## src/rtl/instr_issuer_if.sv

```systemverilog
// Selection, handshake and status bundle between the board-side issuer and the pipeline fetch input.
interface instr_issuer_if;
  logic [2:0]  sel_code;
  logic        sel_valid;
  logic        issue_ready;
  logic [31:0] instr;
  logic        instr_valid;
  logic [2:0]  alu_ctl;
  logic [7:0]  issued_count;
  logic        busy;

  modport master (
    input  sel_code, sel_valid, issue_ready,
    output instr, instr_valid, alu_ctl, issued_count, busy
  );

  modport slave (
    output sel_code, sel_valid, issue_ready,
    input  instr, instr_valid, alu_ctl, issued_count, busy
  );
endinterface

```

## src/rtl/instr_issuer.sv

```systemverilog
// Debounces a 3-bit select code and issues one encoded MIPS instruction per stable selection.
// Optional auto-repeat of a held selection is enabled by defining ISSUER_AUTO_REPEAT_EN.
module instr_issuer #(
  parameter int unsigned STABLE_CYCLES = 4,
  parameter int unsigned RESET_PTR     = 8
`ifdef ISSUER_AUTO_REPEAT_EN
  ,
  parameter int unsigned REPEAT_GAP    = 16
`endif
) (
  input logic            clk,
  input logic            rst_n,
  instr_issuer_if.master bus
);

  localparam logic [7:0] STABLE_MAX = 8'(STABLE_CYCLES);
  localparam logic [4:0] PTR_INIT   = 5'(RESET_PTR);

`ifdef ISSUER_AUTO_REPEAT_EN
  localparam logic [15:0] GAP_LAST = 16'(REPEAT_GAP - 1);
  typedef enum logic [1:0] {IDLE, ISSUE, DONE, GAP} state_t;
  logic [15:0] gap_cnt;
`else
  typedef enum logic [1:0] {IDLE, ISSUE, DONE} state_t;
`endif

  state_t     state, state_next;
  logic [2:0] code_q;
  logic [7:0] stable_cnt;
  logic [4:0] reg_ptr;
  logic       load, xfer;

  function automatic logic [31:0] encode(input logic [2:0] code, input logic [4:0] p);
    logic [4:0] rt, rd;
    logic [5:0] funct;
    rt = p + 5'd1;
    rd = p + 5'd2;
    case (code)
      3'd4:    funct = 6'b100010;
      3'd5:    funct = 6'b100100;
      3'd6:    funct = 6'b100101;
      3'd7:    funct = 6'b101010;
      default: funct = 6'b100000;
    endcase
    case (code)
      3'd0:    encode = {6'b100011, p, rt, 9'b0, p, 2'b00};
      3'd1:    encode = {6'b101011, p, rt, 9'b0, p, 2'b00};
      3'd2:    encode = {6'b000100, p, rt, 16'h0001};
      default: encode = {6'b000000, p, rt, rd, 5'b00000, funct};
    endcase
  endfunction

  function automatic logic [2:0] alu_of(input logic [2:0] code);
    case (code)
      3'd2, 3'd4: alu_of = 3'b110;
      3'd5:       alu_of = 3'b000;
      3'd6:       alu_of = 3'b001;
      3'd7:       alu_of = 3'b111;
      default:    alu_of = 3'b010;
    endcase
  endfunction

  always_comb begin
    state_next = state;
    load       = 1'b0;
    xfer       = 1'b0;
    case (state)
      IDLE: begin
        if (stable_cnt == STABLE_MAX) begin
          state_next = ISSUE;
          load       = 1'b1;
        end
      end
      ISSUE: begin
        if (bus.instr_valid && bus.issue_ready) begin
          state_next = DONE;
          xfer       = 1'b1;
        end
      end
      DONE: begin
        // A zero count means the selection was dropped or changed since the issue.
        if (stable_cnt == 8'd0)
          state_next = IDLE;
`ifdef ISSUER_AUTO_REPEAT_EN
        else if (stable_cnt == STABLE_MAX)
          state_next = GAP;
`endif
      end
`ifdef ISSUER_AUTO_REPEAT_EN
      GAP: begin
        if (stable_cnt != STABLE_MAX)
          state_next = IDLE;
        else if (gap_cnt == GAP_LAST) begin
          state_next = ISSUE;
          load       = 1'b1;
        end
      end
`endif
      default: state_next = IDLE;
    endcase
  end

  always_ff @(posedge clk) begin
    if (!rst_n) begin
      state            <= IDLE;
      code_q           <= 3'd0;
      stable_cnt       <= 8'd0;
      reg_ptr          <= PTR_INIT;
      bus.instr        <= 32'd0;
      bus.instr_valid  <= 1'b0;
      bus.alu_ctl      <= 3'd0;
      bus.issued_count <= 8'd0;
      bus.busy         <= 1'b0;
`ifdef ISSUER_AUTO_REPEAT_EN
      gap_cnt          <= 16'd0;
`endif
    end else begin
      state <= state_next;
      if (!bus.sel_valid || bus.sel_code != code_q) begin
        code_q     <= bus.sel_code;
        stable_cnt <= 8'd0;
      end else if (stable_cnt != STABLE_MAX) begin
        stable_cnt <= stable_cnt + 8'd1;
      end
      if (load) begin
        bus.instr       <= encode(code_q, reg_ptr);
        bus.alu_ctl     <= alu_of(code_q);
        bus.instr_valid <= 1'b1;
      end
      if (xfer) begin
        bus.instr_valid  <= 1'b0;
        bus.issued_count <= bus.issued_count + 8'd1;
        reg_ptr          <= reg_ptr + 5'd1;
      end
      bus.busy <= (state_next == ISSUE) || (state_next == DONE);
`ifdef ISSUER_AUTO_REPEAT_EN
      if (state == GAP && state_next == GAP)
        gap_cnt <= gap_cnt + 16'd1;
      else
        gap_cnt <= 16'd0;
`endif
    end
  end

endmodule
```

## src/flat_wrapper.sv

```systemverilog
// flat-port wrapper written by rule: the top's interface ports become plain ports
module instr_issuer_flat 
#(
  parameter int unsigned STABLE_CYCLES = 4,
  parameter int unsigned RESET_PTR     = 8

)
  (clk, rst_n, bus_sel_code, bus_sel_valid, bus_issue_ready, bus_instr, bus_instr_valid, bus_alu_ctl, bus_issued_count, bus_busy);
  instr_issuer_if bus_i ();
  input logic clk;
  input logic rst_n;
  input wire logic [$bits(bus_i.sel_code)-1:0] bus_sel_code;
  input wire logic [$bits(bus_i.sel_valid)-1:0] bus_sel_valid;
  input wire logic [$bits(bus_i.issue_ready)-1:0] bus_issue_ready;
  output wire logic [$bits(bus_i.instr)-1:0] bus_instr;
  output wire logic [$bits(bus_i.instr_valid)-1:0] bus_instr_valid;
  output wire logic [$bits(bus_i.alu_ctl)-1:0] bus_alu_ctl;
  output wire logic [$bits(bus_i.issued_count)-1:0] bus_issued_count;
  output wire logic [$bits(bus_i.busy)-1:0] bus_busy;
  assign bus_i.sel_code = bus_sel_code;
  assign bus_i.sel_valid = bus_sel_valid;
  assign bus_i.issue_ready = bus_issue_ready;
  assign bus_instr = bus_i.instr;
  assign bus_instr_valid = bus_i.instr_valid;
  assign bus_alu_ctl = bus_i.alu_ctl;
  assign bus_issued_count = bus_i.issued_count;
  assign bus_busy = bus_i.busy;
  instr_issuer #(.STABLE_CYCLES(STABLE_CYCLES), .RESET_PTR(RESET_PTR)) u_core (.clk(clk), .rst_n(rst_n), .bus(bus_i));
endmodule
```

## config.mk

```make
export PLATFORM = sky130hd
export DESIGN_NAME = instr_issuer_flat
export DESIGN_NICKNAME = d
export VERILOG_FILES = /design/src/rtl/instr_issuer_if.sv /design/src/rtl/instr_issuer.sv /design/src/flat_wrapper.sv
export SDC_FILE = /design/constraint.sdc
export NUM_CORES = 1
export LEC_CHECK = 0
export ABC_AREA = 1
export BUFFER_PORTS_ARGS = -buffer_cell sky130_fd_sc_hd__buf_2
export CELL_PAD_IN_SITES_DETAIL_PLACEMENT = 0
export CELL_PAD_IN_SITES_GLOBAL_PLACEMENT = 1
export CORE_ASPECT_RATIO = 2
export CORE_MARGIN = 2
export CORE_UTILIZATION = 30
export CTS_CLUSTER_DIAMETER = 150
export DETAILED_ROUTE_END_ITERATION = 16
export GPL_TIMING_DRIVEN = 0
export PLACE_DENSITY_LB_ADDON = 0.1
export SYNTH_ARGS = -nofsm -noshare
export SYNTH_HDL_FRONTEND = slang
export SYNTH_SLANG_ARGS = --single-unit
```

## constraint.sdc

```tcl
create_clock -name clk -period 1.3 [get_ports clk]
set_input_delay 0.195 -clock clk [delete_from_list [all_inputs] [get_ports clk]]
set_output_delay 0.195 -clock clk [all_outputs]
set_load 0.02 [all_outputs]
```

# Word-level counts from Yosys, hierarchy flattened
# Cells that the tools add are included.
# classes
addsub	4
n_eq_ne	13
n_mul	0
order_cmp	0
bitwise	1
n_reduce_logical	10
n_div	0
muxes	11
n_shift	0
# op_table
cell	count
32-bit case mux with 3 select lines	1
8-bit by 1-bit adder with 8-bit output, second input constant	2
4-bit case mux with 4 select lines	1
3-bit equality test, second input constant	4
3-bit case mux with 4 select lines	1
8-bit by 3-bit equality test with 1-bit output, second input constant	1
8-bit logical NOT	1
8-bit by 3-bit inequality test with 1-bit output, second input constant	1
2-bit two-way mux	3
2-bit case mux with 3 select lines	1
2-bit OR reduction	3
5-bit by 1-bit adder with 5-bit output, second input constant	1
5-bit by 2-bit adder with 5-bit output, second input constant	1
2-bit by 1-bit equality test with 1-bit output, second input constant	2
2-bit equality test, second input constant	2
1-bit two-way mux	4
3-bit by 1-bit equality test with 1-bit output, second input constant	1
3-bit by 2-bit equality test with 1-bit output, second input constant	1
3-bit logical NOT	1
3-bit inequality test	1
2-bit logical NOT	1
1-bit logical OR	2
1-bit logical AND	1
1-bit logical NOT	1
1-bit NOT	1
# word_totals
output_inout_bits	45
rom_bits	0
register_bits	63
latchBits	0
ram_bits	0
wordCells	48
inputBits	7
memories	0

# Depth between registers and ports, before layout
# Gate-level depths: netlist of the first run.
# logic_depth
ltp_word	5
mapped_depth	9
mapped_depth_nobuf	8

# Worst setup path after synthesis of the first run
# OpenSTA, ideal clock, no wires.
# synth_path
kind	flip-flop to flip-flop
startpoint	register u_core.stable_cnt[0]
endpoint	register u_core.bus.instr[27]
slack_ns	-0.012
setup_ns	0.115
arrival_ns	1.197
stages_incl_launch_ff	9
synth_period_minus_slack_ns	1.312
path_cell_list	dfxtp_1 inv_1 ha_1 nand3_2 nor2_2 nand2_2 buf_2 o21ai_1 nor2_1
# synth_via
elab_chain_len	3
# synth_lines
element	line_no	source
start, declared	instr_issuer.sv:29	logic [7:0] stable_cnt;
start signal, assigned	instr_issuer.sv:123	stable_cnt <= stable_cnt + 8'd1;
8-bit by 3-bit equality test with 1-bit output	instr_issuer.sv:69	if (stable_cnt == STABLE_MAX) begin
1-bit two-way mux	instr_issuer.sv:69	
1-bit two-way mux	instr_issuer.sv:67	case (state)
end signal, assigned	instr_issuer.sv:126	bus.instr <= encode(code_q, reg_ptr);
end, declared	instr_issuer_if.sv:14	output instr, instr_valid, alu_ctl, issued_count, busy
# Every way passes these cells.
# A chain may end at the register's enable or synchronous reset.

# Final worst setup path of the first run
# layout_path
startpoint	register u_core.stable_cnt[0]
endpoint	register u_core.bus.instr[29]
# Same word-level chain as after synthesis.

==> flow_results.xml, run 1 <==
<?xml version="1.0" encoding="UTF-8"?>
<metrics>
  <group name="timing">
    <metric name="maxClockFrequency" unit="MHz">717</metric>
    <metric name="worst-slew-pin-transition" unit="ns">0.731</metric>
    <metric name="timing.final.setup_violations" unit="">32</metric>
    <metric name="grt_setup_unrepaired" unit="">yes</metric>
    <metric name="clock-skew-final" unit="ns">0.00945</metric>
    <metric name="timing_max_transition_violations_final" unit="">0</metric>
    <metric name="final_period_minus_worst_setup_slack" unit="ns">1.39</metric>
    <metric name="maxSlewHeadroom" unit="%">51.3</metric>
    <metric name="final.hold.worst_slack" unit="ns">0.0864</metric>
    <metric name="final.setup.worst_slack" unit="ns">-0.0948</metric>
    <metric name="final_hold_viol_count" unit="">0</metric>
    <metric name="final_min_period_over_clock_period" unit="%">107</metric>
    <metric name="timing.setup.tns" unit="ns">-1.70</metric>
  </group>
  <group name="clock_network">
    <metric name="tritoncts.num_buffers" unit="">5</metric>
    <metric name="cts_buffer_depth" unit="">2</metric>
    <metric name="tritoncts" unit="">done</metric>
    <metric name="clock_tree.htree_level_count" unit="">2</metric>
    <metric name="clkSinkCount" unit="">56</metric>
    <metric name="cts.clk_slew.worst_paths" unit="ns">0.07</metric>
    <metric name="clock_tree.root_cell" unit="">sky130_fd_sc_hd__clkbuf_16</metric>
    <metric name="clock_insertion_delay_worst_skew" unit="ns">0.30</metric>
  </group>
  <group name="finish">
    <metric name="seqCellArea" unit="sq mm">0.00114</metric>
    <metric name="drive_gt1_share" unit="%">39.8</metric>
    <metric name="area_growth_syn_to_layout" unit="%">40.7</metric>
    <metric name="layout.core_utilization" unit="%">43.8</metric>
    <metric name="final_nets" unit="">446</metric>
    <metric name="antenna-diode-count" unit="">0</metric>
    <metric name="finish.instance_area" unit="sq mm">0.00363</metric>
    <metric name="multiInputGateArea" unit="sq mm">0.00152</metric>
    <metric name="instances_no_fill" unit="">533</metric>
    <metric name="final.fill_count" unit="">880</metric>
  </group>
  <group name="grt">
    <metric name="pin_count_of_the_biggest_net_entering_global_routing" unit="">17</metric>
    <metric name="grt_use_met3" unit="%">3.05</metric>
    <metric name="wire_length_of_the_first_global_routing_pass" unit="mm">12.5</metric>
    <metric name="track_usage" unit="%">17.2</metric>
    <metric name="grt.busiest_layer" unit="">met2</metric>
    <metric name="grt.overflow.total" unit="">0</metric>
    <metric name="met2_usage" unit="%">33.7</metric>
    <metric name="grt_use_met1" unit="%">17.2</metric>
    <metric name="number_of_antenna_violations_at_the_first_check_in_global_routing" unit="">0</metric>
    <metric name="via_count_of_the_first_global_routing_pass" unit="">2450</metric>
  </group>
  <group name="yosys">
    <metric name="netlist_area" unit="sq mm">0.00258</metric>
    <metric name="post_synthesis_compound_gate_area_fraction" unit="%">11.7</metric>
    <metric name="yosys_register_bits" unit="">56</metric>
    <metric name="synthesis.instances" unit="">364</metric>
    <metric name="ys_types" unit="">25</metric>
    <metric name="combinational_family_with_the_most_area_after_synthesis" unit="">simple AND/OR/NAND/NOR gates</metric>
    <metric name="post_synth_and_or_nand_nor_area_fraction" unit="%">28.2</metric>
    <metric name="synth_warnings" unit="">0</metric>
    <metric name="synth-xor-area-share" unit="%">3.39</metric>
    <metric name="syn-mean-instance-area" unit="sq um">7.09</metric>
    <metric name="ys_seq_area_share" unit="%">43.5</metric>
    <metric name="muxShareOfSynthArea" unit="%">0</metric>
    <metric name="post_synth_fa_ha_maj_area_fraction" unit="%">2.42</metric>
  </group>
  <group name="floorplan">
    <metric name="die_height" unit="um">135</metric>
    <metric name="pin_count" unit="">52</metric>
    <metric name="die-area" unit="sq mm">0.00940</metric>
    <metric name="rows" unit="">47</metric>
    <metric name="core_area" unit="sq mm">0.00829</metric>
    <metric name="die-width" unit="um">69.6</metric>
    <metric name="initial_core_util" unit="%">31.1</metric>
  </group>
  <group name="setup_path">
    <metric name="crit_path_max_fanout" unit="">6</metric>
    <metric name="regToRegStartpoint" unit="">u_core.stable_cnt[0]$_SDFFE_PP0N_</metric>
    <metric name="r2r_cells" unit="">8</metric>
    <metric name="crit_arrival" unit="ns">1.63</metric>
    <metric name="crit_required" unit="ns">1.53</metric>
    <metric name="r2r-end" unit="">u_core.bus.instr[29]$_SDFFE_PN0P_</metric>
    <metric name="reg2reg_setup_slack" unit="ns">-0.09</metric>
    <metric name="end_kind" unit="">flip-flop</metric>
    <metric name="startpoint_type" unit="">flip-flop</metric>
    <metric name="path_class" unit="">flip-flop to flip-flop</metric>
  </group>
  <group name="place">
    <metric name="post-dp-hpwl" unit="mm">5.56</metric>
    <metric name="placed_cell_area" unit="sq mm">0.00295</metric>
    <metric name="portBuffers" unit="">45</metric>
    <metric name="preCtsSetupSlack" unit="ns">-0.297</metric>
    <metric name="routabilityCongestion" unit="">0.751</metric>
    <metric name="dp.cells" unit="">511</metric>
  </group>
  <group name="power">
    <metric name="report.power.total" unit="mW">3.46</metric>
    <metric name="power_switching" unit="uW">774</metric>
    <metric name="power_per_cell_area" unit="mW/mm^2">955</metric>
    <metric name="internal_cell_power" unit="mW">2.69</metric>
    <metric name="pwr-share-comb" unit="%">5.2</metric>
    <metric name="power_frac_clock" unit="%">44.7</metric>
    <metric name="vdd_drop_max" unit="uV">629</metric>
    <metric name="p_leak" unit="nW">1.56</metric>
    <metric name="sequentialPowerShare" unit="%">50.1</metric>
    <metric name="power.share.switching" unit="%">22.3</metric>
  </group>
  <group name="routing">
    <metric name="route.final.wire_length" unit="mm">7.76</metric>
    <metric name="detailedRoute.firstIterationViolations" unit="">78</metric>
    <metric name="ant_nets" unit="">0</metric>
    <metric name="vias" unit="">2460</metric>
    <metric name="average_vias_per_placed_instance" unit="">4.62</metric>
    <metric name="drtPass1Iterations" unit="">4</metric>
    <metric name="drc" unit="">0</metric>
    <metric name="route.detailed.wl_per_inst" unit="um">14.6</metric>
  </group>
  <group name="hold_path">
    <metric name="holdCritStartpoint" unit="">bus_sel_code[1]</metric>
    <metric name="min_path_type" unit="">input pin to flip-flop</metric>
    <metric name="hold_path_end" unit="">u_core.code_q[1]$_SDFFE_PN0P_</metric>
    <metric name="worstHoldPathCells" unit="">3</metric>
  </group>
  <group name="run_status">
    <metric name="failed_checks" unit="">setup timing</metric>
    <metric name="status" unit="">finished, violations left</metric>
  </group>
  <group name="run">
    <metric name="drv.max_cap_violation_count" unit="">0</metric>
  </group>
</metrics>
==> power groups by stage <==
| stage | registers (mW) | clock network [mW] | logic [mW] |
|---|---|---|---|
| 2_1_floorplan | 1.77 | 0 | 0.106 |
| 3_5_place_dp | 1.77 | 0 | 0.148 |
| 3_3_place_gp | 1.78 | 0 | 0.148 |
| 4_1_cts | 1.74 | 1.60 | 0.165 |
| 5_1_grt | 1.74 | 1.65 | 0.200 |
| 6_report | 1.73 | 1.55 | 0.180 |
==> worst max-delay path, cell delays in order (launching register included) <==
cell and delay, ns:
sky130_fd_sc_hd__dfxtp_2 0.33, sky130_fd_sc_hd__inv_2 0.07, sky130_fd_sc_hd__ha_4 0.15, sky130_fd_sc_hd__nand3_4 0.07
sky130_fd_sc_hd__nor2_4 0.18, sky130_fd_sc_hd__buf_6 0.18, sky130_fd_sc_hd__buf_6 0.13, sky130_fd_sc_hd__nand3_1 0.08
sky130_fd_sc_hd__a21oi_2 0.14
==> flip-flops by register name, summed over array words and instances (netlist names) <==
| name | cells |
|---|---|
| u_core.bus.instr | 25 |
| u_core.bus.issued_count | 8 |
| u_core.state | 2 |
| u_core.stable_cnt | 8 |
| u_core.bus.busy | 1 |
| u_core.reg_ptr | 5 |
| u_core.code_q | 3 |
| u_core.bus.alu_ctl | 3 |
| u_core.bus.instr_valid | 1 |
==> cell usage in the layout (no fill, tap or decap), types with 2 or more instances in the layout <==
cell,synthesis,routed
sky130_fd_sc_hd__nand3_1,33,20
sky130_fd_sc_hd__inv_1,30,28
sky130_fd_sc_hd__xnor2_1,3,3
sky130_fd_sc_hd__nand3_4,0,2
sky130_fd_sc_hd__o21bai_1,3,3
sky130_fd_sc_hd__a21oi_1,40,24
sky130_fd_sc_hd__nand2_2,1,17
sky130_fd_sc_hd__ha_2,0,2
sky130_fd_sc_hd__nand2_1,78,59
sky130_fd_sc_hd__o21ai_0,8,8
sky130_fd_sc_hd__ha_4,0,2
sky130_fd_sc_hd__conb_1,1,5
sky130_fd_sc_hd__dfxtp_2,0,8
sky130_fd_sc_hd__clkbuf_16,0,5
sky130_fd_sc_hd__buf_2,7,50
sky130_fd_sc_hd__o21ai_1,8,4
sky130_fd_sc_hd__nor2_4,0,7
sky130_fd_sc_hd__nor2_2,3,5
sky130_fd_sc_hd__nand4_1,2,2
sky130_fd_sc_hd__nand3_2,1,12
sky130_fd_sc_hd__a21oi_2,0,16
sky130_fd_sc_hd__dfxtp_1,56,46
sky130_fd_sc_hd__buf_4,7,16
sky130_fd_sc_hd__nor2_1,54,45
sky130_fd_sc_hd__buf_8,0,3
sky130_fd_sc_hd__buf_6,3,8
sky130_fd_sc_hd__nand2_4,0,2
sky130_fd_sc_hd__clkbuf_1,8,5
sky130_fd_sc_hd__dfxtp_4,0,2
sky130_fd_sc_hd__inv_2,3,5
sky130_fd_sc_hd__o21ai_2,0,4
sky130_fd_sc_hd__xor2_1,7,6
==> what timing repair did <==
item,CTS,global route
pin swaps,21,6
endpoints found under the setup margin,42,49
setup buffers,5,5
gates resized for setup,86,31
hold buffers,0,0
cloned,5,0
==> synthesized netlist by cell type (all sizes together) <==
master | number | area (sq um)
inv | 33 | 124
nand4 | 2 | 12.5
nor2 | 57 | 221
xnor2 | 3 | 26.3
nand3 | 34 | 175
conb | 1 | 3.75
xor2 | 7 | 61.3
buf | 17 | 121
o21bai | 3 | 22.5
ha | 5 | 62.6
nand2 | 79 | 299
a21oi | 40 | 200
nor3 | 1 | 5.00
clkbuf | 8 | 30.0
nand3b | 1 | 7.51
o21ai | 16 | 80.1
dfxtp | 56 | 1120
and3 | 1 | 6.26
==> worst max path at each step <==
| stage | depth (start not counted) | start | endpoint | slack [ns] |
|---|---|---|---|---|
| global route | 8 | u_core.stable_cnt[0]$_SDFFE_PP0N_ | u_core.bus.instr[6]$_SDFFE_PN0P_ | -0.18 |
| CTS | 8 | u_core.stable_cnt[0]$_SDFFE_PP0N_ | u_core.bus.instr[29]$_SDFFE_PN0P_ | -0.10 |
| global placement | 8 | u_core.stable_cnt[0]$_SDFFE_PP0N_ | u_core.bus.instr[20]$_SDFFE_PN0P_ | -0.30 |
| floorplan | 8 | u_core.stable_cnt[0]$_SDFFE_PP0N_ | u_core.bus.instr[29]$_SDFFE_PN0P_ | 0.005 |
| finish | 8 | u_core.stable_cnt[0]$_SDFFE_PP0N_ | u_core.bus.instr[29]$_SDFFE_PN0P_ | -0.09 |
| detailed placement | 8 | u_core.stable_cnt[0]$_SDFFE_PP0N_ | u_core.bus.instr[20]$_SDFFE_PN0P_ | -0.30 |
==> kinds of logic (layout without fill, tap and decap cells) <==
kind of cell,after synthesis,in the layout
xor gates and xnor gates,10,10
buffers and inverters,58,125
DFF,56,56
other,1,5
AOI/OAI and AO/OA,59,59
adders and majority gates,5,5
and+or+nand+nor,175,175
==> layer usage <==
metal,vias up,wire length [um]
li1,1283,-
met1,1123,2820
met2,42,4490
met3,12,245
met4,0,203
met5,-,0
==> area by class of cell <==
class	count	share of cell area [%]
clock buffers	6	3.55
repair buffers	60	10.3
plain buffers	24	5.14
clock inverters	2	0.965
flip-flops and latches	56	31.4
inverters	33	3.41
well taps	98	3.38
multi-input cells	254	41.9
(Power assumes the default switching activity.)
==> run 2: changes to the inputs <==
--- a/config.mk
+++ b/config.mk
@@ -16,6 +16,7 @@
 export DETAILED_ROUTE_END_ITERATION = 16
 export GPL_TIMING_DRIVEN = 0
 export PLACE_DENSITY_LB_ADDON = 0.1
+export SETUP_SLACK_MARGIN = 0.3
 export SYNTH_ARGS = -nofsm -noshare
 export SYNTH_HDL_FRONTEND = slang
 export SYNTH_SLANG_ARGS = --single-unit
==> run 2 against run 1 <==
Effect of this change: the flow still finishes with violations (setup timing); clock skew down 0.0034 ns; critical path type unchanged; hold slack better by 0.0016 ns; register-to-register slack better by 0.07 ns; first-iteration DRC count down 45%; clock power down 11%; largest cell class unchanged; design area up 10%; sequential power about the same.
==> flow_results.xml, run 2 (synthesized netlist as in run 1, its figures left out) <==
<?xml version="1.0" encoding="UTF-8"?>
<metrics>
  <group name="timing">
    <metric name="timing.setup.tns" unit="ns">-0.179</metric>
    <metric name="maxClockFrequency" unit="MHz">754</metric>
    <metric name="final.setup.worst_slack" unit="ns">-0.0260</metric>
    <metric name="clock-skew-final" unit="ns">0.00608</metric>
    <metric name="grt_setup_unrepaired" unit="">yes</metric>
    <metric name="final_hold_viol_count" unit="">0</metric>
    <metric name="timing_max_transition_violations_final" unit="">0</metric>
    <metric name="maxSlewHeadroom" unit="%">59.2</metric>
    <metric name="worst-slew-pin-transition" unit="ns">0.612</metric>
    <metric name="final_min_period_over_clock_period" unit="%">102</metric>
    <metric name="final_period_minus_worst_setup_slack" unit="ns">1.33</metric>
    <metric name="timing.final.setup_violations" unit="">17</metric>
  </group>
  <group name="finish">
    <metric name="commonest_cells_after_routing_fill_and_taps_aside" unit="">sky130_fd_sc_hd__nand2_1, sky130_fd_sc_hd__buf_4, sky130_fd_sc_hd__nor2_1</metric>
    <metric name="drive_gt1_share" unit="%">45.2</metric>
    <metric name="antenna-diode-count" unit="">0</metric>
    <metric name="largest-register" unit="">u_core.bus.instr</metric>
    <metric name="instances_no_fill" unit="">549</metric>
    <metric name="final_nets" unit="">462</metric>
    <metric name="layout_commonest_cell" unit="">sky130_fd_sc_hd__nand2_1</metric>
    <metric name="number_of_flip_flops_in_the_largest_register" unit="">25</metric>
    <metric name="finish.instance_area" unit="sq mm">0.00401</metric>
    <metric name="layout_top_registers" unit="">u_core.bus.instr (25), u_core.bus.issued_count (8), u_core.stable_cnt (8)</metric>
    <metric name="final.fill_count" unit="">860</metric>
    <metric name="layout.core_utilization" unit="%">48.3</metric>
    <metric name="area_growth_syn_to_layout" unit="%">55.3</metric>
  </group>
  <group name="power">
    <metric name="vdd_drop_max" unit="uV">764</metric>
    <metric name="power_per_cell_area" unit="mW/mm^2">820</metric>
    <metric name="report.power.total" unit="mW">3.29</metric>
    <metric name="p_leak" unit="nW">1.73</metric>
  </group>
  <group name="routing">
    <metric name="met1_length" unit="mm">2.93</metric>
    <metric name="route.detailed.wl_per_inst" unit="um">13.9</metric>
    <metric name="ant_nets" unit="">0</metric>
    <metric name="vias" unit="">2560</metric>
    <metric name="average_vias_per_placed_instance" unit="">4.66</metric>
    <metric name="dr_wl_met3" unit="um">233</metric>
    <metric name="wl_met2" unit="mm">4.22</metric>
    <metric name="detailedRoute.firstIterationViolations" unit="">43</metric>
    <metric name="top_layer" unit="">met4</metric>
    <metric name="drc" unit="">0</metric>
    <metric name="route.final.wire_length" unit="mm">7.61</metric>
    <metric name="drtPass1Iterations" unit="">4</metric>
  </group>
  <group name="place">
    <metric name="routabilityCongestion" unit="">0.808</metric>
    <metric name="post-dp-hpwl" unit="mm">5.50</metric>
    <metric name="portBuffers" unit="">45</metric>
    <metric name="dp.cells" unit="">511</metric>
    <metric name="placed_cell_area" unit="sq mm">0.00312</metric>
  </group>
  <group name="clock_network">
    <metric name="tritoncts" unit="">done</metric>
    <metric name="clock_tree.root_cell" unit="">sky130_fd_sc_hd__clkbuf_16</metric>
    <metric name="clock_tree.htree_level_count" unit="">2</metric>
    <metric name="cts.clk_slew.worst_paths" unit="ns">0.07</metric>
    <metric name="clkSinkCount" unit="">56</metric>
    <metric name="hold_buffer_count_at_cts" unit="">0</metric>
    <metric name="clock_insertion_delay_worst_skew" unit="ns">0.30</metric>
    <metric name="tritoncts.num_buffers" unit="">5</metric>
    <metric name="cts_buffer_depth" unit="">2</metric>
  </group>
  <group name="floorplan">
    <metric name="die-width" unit="um">69.6</metric>
    <metric name="die_height" unit="um">135</metric>
    <metric name="initial_core_util" unit="%">31.1</metric>
    <metric name="core_area" unit="sq mm">0.00829</metric>
    <metric name="die-area" unit="sq mm">0.00940</metric>
    <metric name="pin_count" unit="">52</metric>
    <metric name="rows" unit="">47</metric>
  </group>
  <group name="hold_path">
    <metric name="holdCritStartpoint" unit="">bus_sel_code[1]</metric>
    <metric name="worstHoldPathCells" unit="">3</metric>
    <metric name="min_path_type" unit="">input pin to flip-flop</metric>
  </group>
  <group name="grt">
    <metric name="wire_length_of_the_first_global_routing_pass" unit="mm">12.4</metric>
    <metric name="track_usage" unit="%">16.9</metric>
    <metric name="number_of_antenna_violations_at_the_first_check_in_global_routing" unit="">0</metric>
    <metric name="grt.overflow.total" unit="">0</metric>
    <metric name="pin_count_of_the_biggest_net_entering_global_routing" unit="">16</metric>
    <metric name="via_count_of_the_first_global_routing_pass" unit="">2544</metric>
  </group>
  <group name="run_status">
    <metric name="failed_checks" unit="">setup timing</metric>
    <metric name="status" unit="">finished, violations left</metric>
  </group>
  <group name="setup_path">
    <metric name="r2r_cells" unit="">8</metric>
    <metric name="end_kind" unit="">flip-flop</metric>
    <metric name="crit_path_max_fanout" unit="">7</metric>
    <metric name="timing.critical_path.from" unit="">u_core.stable_cnt[1]$_SDFFE_PP0N_</metric>
    <metric name="crit_required" unit="ns">1.49</metric>
    <metric name="startpoint_type" unit="">flip-flop</metric>
    <metric name="path_class" unit="">flip-flop to flip-flop</metric>
    <metric name="crit_arrival" unit="ns">1.52</metric>
    <metric name="regToRegStartpoint" unit="">u_core.stable_cnt[1]$_SDFFE_PP0N_</metric>
  </group>
  <group name="run">
    <metric name="drv.max_cap_violation_count" unit="">0</metric>
  </group>
</metrics>
## run 2: layer usage
metal | vias to the layer above | global-route usage [%]
met1 | 1173 | 17.2
met5 | - | 0
met4 | 0 | 8.06
li1 | 1323 | -
met3 | 17 | 2.75
met2 | 47 | 32.8
## run 2: final timing paths
kind                                        endpoint  slack (ns)
setup / recovery   u_core.bus.instr[14]$_SDFFE_PN0P_       -0.03
hold / removal         u_core.code_q[1]$_SDFFE_PN0P_        0.09
setup reg to reg   u_core.bus.instr[14]$_SDFFE_PN0P_       -0.03
hold reg to reg   u_core.bus.alu_ctl[1]$_SDFFE_PN0P_        0.46
## run 2: critical path, cell delays in order, from the launching register on
cell and delay (ns):
sky130_fd_sc_hd__dfxtp_2 0.33, sky130_fd_sc_hd__inv_2 0.06, sky130_fd_sc_hd__ha_4 0.14, sky130_fd_sc_hd__nand3_4 0.08, sky130_fd_sc_hd__nor2_4 0.13, sky130_fd_sc_hd__nand2_4 0.14, sky130_fd_sc_hd__buf_8 0.17, sky130_fd_sc_hd__o21ai_4 0.13
sky130_fd_sc_hd__nor2_1 0.05
## run 2: report_power, final
group	total [mW]	leakage [nW]	switching, mW	internal, mW
registers	1.71	0.475	0.00936	1.70
logic	0.190	1.19	0.124	0.0661
clock network	1.38	0.0712	0.613	0.771
total	3.29	1.73	0.746	2.54
## run 2: what timing repair did
item                       in CTS  in global routing
pin swaps                      20                 21
setup endpoints to repair      72                 85
gates cloned                    1                  2
resized for setup              89                 67
setup buffers                  17                 10
## run 2: final cells by class
class                   count  area [sq um]  share of cell area (%)
plain buffers              25           223                    5.56
well taps                  98           123                    3.06
inverters                  33           129                    3.22
clock buffers               8           146                    3.65
repair buffers             75           657                    16.4
multi-input cells         254          1530                    38.2
flip-flops and latches     56          1200                    29.9
## run 2: through the flow
step / hold WS [ns] / setup slack [ns]
global route: 0.101 / -0.115
finish: 0.0880 / -0.0260
floorplan: 0.288 / 0.0940
detailed placement: 0.391 / -0.172
CTS: 0.0795 / -0.0291
global placement: 0.389 / -0.161
==> run 3: changes to the inputs <==
==> constraint.sdc (replaced) <==
create_clock -name clk -period 1.3 [get_ports clk]
set_input_delay 0.13 -clock clk [delete_from_list [all_inputs] [get_ports clk]]
set_output_delay 0.13 -clock clk [all_outputs]
set_load 0.02 [all_outputs]
==> run 3 against run 2 <==
Effect of this change: the flow still finishes with violations (setup timing); sequential power barely moved; non-clock buffer count down 3; critical endpoint unchanged; global-route usage down 0.14 points; critical path type unchanged; clock power about the same; largest cell class unchanged.
==> flow_results.xml, run 3 (synthesized netlist as in run 1, its figures left out) <==
<?xml version="1.0" encoding="UTF-8"?>
<metrics>
  <group name="routing">
    <metric name="vias" unit="">2557</metric>
    <metric name="ant_nets" unit="">0</metric>
    <metric name="detailedRoute.firstIterationViolations" unit="">66</metric>
    <metric name="average_vias_per_placed_instance" unit="">4.68</metric>
    <metric name="route.detailed.wl_per_inst" unit="um">14.0</metric>
    <metric name="route.final.wire_length" unit="mm">7.65</metric>
    <metric name="drtPass1Iterations" unit="">4</metric>
    <metric name="drc" unit="">0</metric>
  </group>
  <group name="place">
    <metric name="portBuffers" unit="">45</metric>
    <metric name="placed_cell_area" unit="sq mm">0.00312</metric>
    <metric name="routabilityCongestion" unit="">0.808</metric>
    <metric name="post-dp-hpwl" unit="mm">5.50</metric>
    <metric name="preCtsSetupSlack" unit="ns">-0.172</metric>
    <metric name="dp.cells" unit="">511</metric>
  </group>
  <group name="grt">
    <metric name="grt.overflow.total" unit="">0</metric>
    <metric name="wire_length_of_the_first_global_routing_pass" unit="mm">12.3</metric>
    <metric name="number_of_antenna_violations_at_the_first_check_in_global_routing" unit="">0</metric>
    <metric name="track_usage" unit="%">16.8</metric>
    <metric name="via_count_of_the_first_global_routing_pass" unit="">2544</metric>
    <metric name="pin_count_of_the_biggest_net_entering_global_routing" unit="">16</metric>
  </group>
  <group name="setup_path">
    <metric name="r2r-end" unit="">u_core.bus.instr[14]$_SDFFE_PN0P_</metric>
    <metric name="regToRegStartpoint" unit="">u_core.stable_cnt[1]$_SDFFE_PP0N_</metric>
    <metric name="worstPathCellList" unit="">inv_2, ha_4, nand3_4, nor2_4, nand2_4, buf_8, o21ai_2, nor2_1</metric>
    <metric name="crit_path_max_fanout" unit="">7</metric>
    <metric name="end_kind" unit="">flip-flop</metric>
    <metric name="startpoint_type" unit="">flip-flop</metric>
    <metric name="crit_required" unit="ns">1.49</metric>
    <metric name="timing.critical_path.buf_inv" unit="">2</metric>
    <metric name="crit_arrival" unit="ns">1.52</metric>
    <metric name="cpMaxStageDelayCell" unit="">sky130_fd_sc_hd__dfxtp_2</metric>
    <metric name="path_class" unit="">flip-flop to flip-flop</metric>
    <metric name="reg2reg_setup_slack" unit="ns">-0.03</metric>
    <metric name="r2r_cells" unit="">8</metric>
    <metric name="crit_family" unit="">simple AND/OR/NAND/NOR gates</metric>
    <metric name="crit_path_max_incr_delay" unit="ns">0.33</metric>
  </group>
  <group name="finish">
    <metric name="largest-register" unit="">u_core.bus.instr</metric>
    <metric name="final_nets" unit="">459</metric>
    <metric name="antenna-diode-count" unit="">0</metric>
    <metric name="area_growth_syn_to_layout" unit="%">49.3</metric>
    <metric name="layout_top_registers" unit="">u_core.bus.instr (25), u_core.bus.issued_count (8), u_core.stable_cnt (8)</metric>
    <metric name="number_of_flip_flops_in_the_largest_register" unit="">25</metric>
    <metric name="commonest_cells_after_routing_fill_and_taps_aside" unit="">sky130_fd_sc_hd__nand2_1, sky130_fd_sc_hd__nor2_1, sky130_fd_sc_hd__buf_2</metric>
    <metric name="layout_commonest_cell" unit="">sky130_fd_sc_hd__nand2_1</metric>
    <metric name="final.fill_count" unit="">880</metric>
    <metric name="layout.core_utilization" unit="%">46.4</metric>
    <metric name="drive_gt1_share" unit="%">41.3</metric>
    <metric name="instances_no_fill" unit="">546</metric>
    <metric name="finish.instance_area" unit="sq mm">0.00385</metric>
  </group>
  <group name="timing">
    <metric name="clock-skew-final" unit="ns">0.00363</metric>
    <metric name="timing.final.setup_violations" unit="">15</metric>
    <metric name="final_hold_viol_count" unit="">0</metric>
    <metric name="maxSlewHeadroom" unit="%">50.1</metric>
    <metric name="final.hold.worst_slack" unit="ns">0.0235</metric>
    <metric name="maxClockFrequency" unit="MHz">752</metric>
    <metric name="final_min_period_over_clock_period" unit="%">102</metric>
    <metric name="timing_max_transition_violations_final" unit="">0</metric>
    <metric name="final.setup.worst_slack" unit="ns">-0.0306</metric>
    <metric name="final_period_minus_worst_setup_slack" unit="ns">1.33</metric>
    <metric name="timing.setup.tns" unit="ns">-0.126</metric>
    <metric name="grt_setup_unrepaired" unit="">yes</metric>
    <metric name="worst-slew-pin-transition" unit="ns">0.748</metric>
  </group>
  <group name="floorplan">
    <metric name="core_area" unit="sq mm">0.00829</metric>
    <metric name="pin_count" unit="">52</metric>
    <metric name="die-area" unit="sq mm">0.00940</metric>
    <metric name="die-width" unit="um">69.6</metric>
    <metric name="die_height" unit="um">135</metric>
    <metric name="rows" unit="">47</metric>
    <metric name="initial_core_util" unit="%">31.1</metric>
  </group>
  <group name="run_status">
    <metric name="status" unit="">finished, violations left</metric>
    <metric name="failed_checks" unit="">setup timing</metric>
  </group>
  <group name="clock_network">
    <metric name="tritoncts" unit="">done</metric>
    <metric name="cts.clk_slew.worst_paths" unit="ns">0.07</metric>
    <metric name="clock_tree.root_cell" unit="">sky130_fd_sc_hd__clkbuf_16</metric>
    <metric name="clock_insertion_delay_worst_skew" unit="ns">0.29</metric>
    <metric name="clock_tree.htree_level_count" unit="">2</metric>
    <metric name="tritoncts.num_buffers" unit="">5</metric>
    <metric name="clkSinkCount" unit="">56</metric>
    <metric name="cts_buffer_depth" unit="">2</metric>
  </group>
  <group name="power">
    <metric name="power_per_cell_area" unit="mW/mm^2">854</metric>
    <metric name="vdd_drop_max" unit="uV">775</metric>
    <metric name="report.power.total" unit="mW">3.29</metric>
    <metric name="p_leak" unit="nW">1.71</metric>
  </group>
  <group name="hold_path">
    <metric name="holdCritStartpoint" unit="">bus_sel_code[1]</metric>
    <metric name="worstHoldPathCells" unit="">3</metric>
    <metric name="min_path_type" unit="">input pin to flip-flop</metric>
    <metric name="hold_path_end" unit="">u_core.code_q[1]$_SDFFE_PN0P_</metric>
  </group>
  <group name="run">
    <metric name="drv.max_cap_violation_count" unit="">0</metric>
  </group>
</metrics>
run 3: cell count changes in the layout (fill, tap and decap cells not counted), sizes merged:
cell | before | now
buf | 91 | 87
clkbuf | 17 | 18
run 3: repair_timing:
| item | CTS | global route |
|---|---|---|
| setup buffers | 15 | 8 |
| endpoints found under the hold margin | 0 | 0 |
| gates resized for setup | 58 | 36 |
| gates cloned | 1 | 3 |
| hold buffers | 0 | 0 |
| endpoints found under the setup margin | 57 | 60 |
| pin swaps | 19 | 17 |
run 3: routing by layer:
layer  track usage [%]  vias to the layer above  part of all wire, %
met4              8.06                        0                  2.8
met1              16.9                     1178                   39
met2              32.5                       47                   56
met5                 0                        -                    0
met3              2.90                       15                  3.0
li1                  -                     1317                    -
run 3: report_power, final:
part	internal [mW]	switching, mW	leakage, nW
registers	1.71	0.00966	0.466
clock network	0.771	0.614	0.0712
logic	0.0652	0.123	1.17
total	2.54	0.747	1.71
run 3: layout make-up:
cell class | count | area, sq um | share of cell area, %
Buffer | 25 | 221 | 5.75
Clock buffer | 8 | 146 | 3.80
Inverter | 33 | 129 | 3.35
Multi-Input combinational cell | 254 | 1530 | 39.6
Sequential cell | 56 | 1170 | 30.5
Tap cell | 98 | 123 | 3.18
Timing Repair Buffer | 72 | 531 | 13.8
run 3: tightest hold or removal path: stages:
cell and delay (ns):
sky130_fd_sc_hd__buf_2 0.08, sky130_fd_sc_hd__nand2_1 0.04, sky130_fd_sc_hd__inv_1 0.04
run 3: how the worst max path moves through the flow:
stage	startpoint	to	slack, ns	depth (start not counted)
after floorplan	u_core.stable_cnt[1]$_SDFFE_PP0N_	u_core.bus.alu_ctl[2]$_SDFFE_PN0P_	0.09	8
after global placement	u_core.state[1]$_SDFF_PN0_	u_core.bus.alu_ctl[0]$_SDFFE_PN0P_	-0.16	4
after detailed placement	u_core.state[1]$_SDFF_PN0_	u_core.bus.alu_ctl[2]$_SDFFE_PN0P_	-0.17	4
after CTS	u_core.stable_cnt[1]$_SDFFE_PP0N_	u_core.bus.alu_ctl[2]$_SDFFE_PN0P_	-0.03	8
after global routing	u_core.stable_cnt[1]$_SDFFE_PP0N_	u_core.bus.instr[6]$_SDFFE_PN0P_	-0.12	8
final	u_core.stable_cnt[1]$_SDFFE_PP0N_	u_core.bus.instr[14]$_SDFFE_PN0P_	-0.03	8
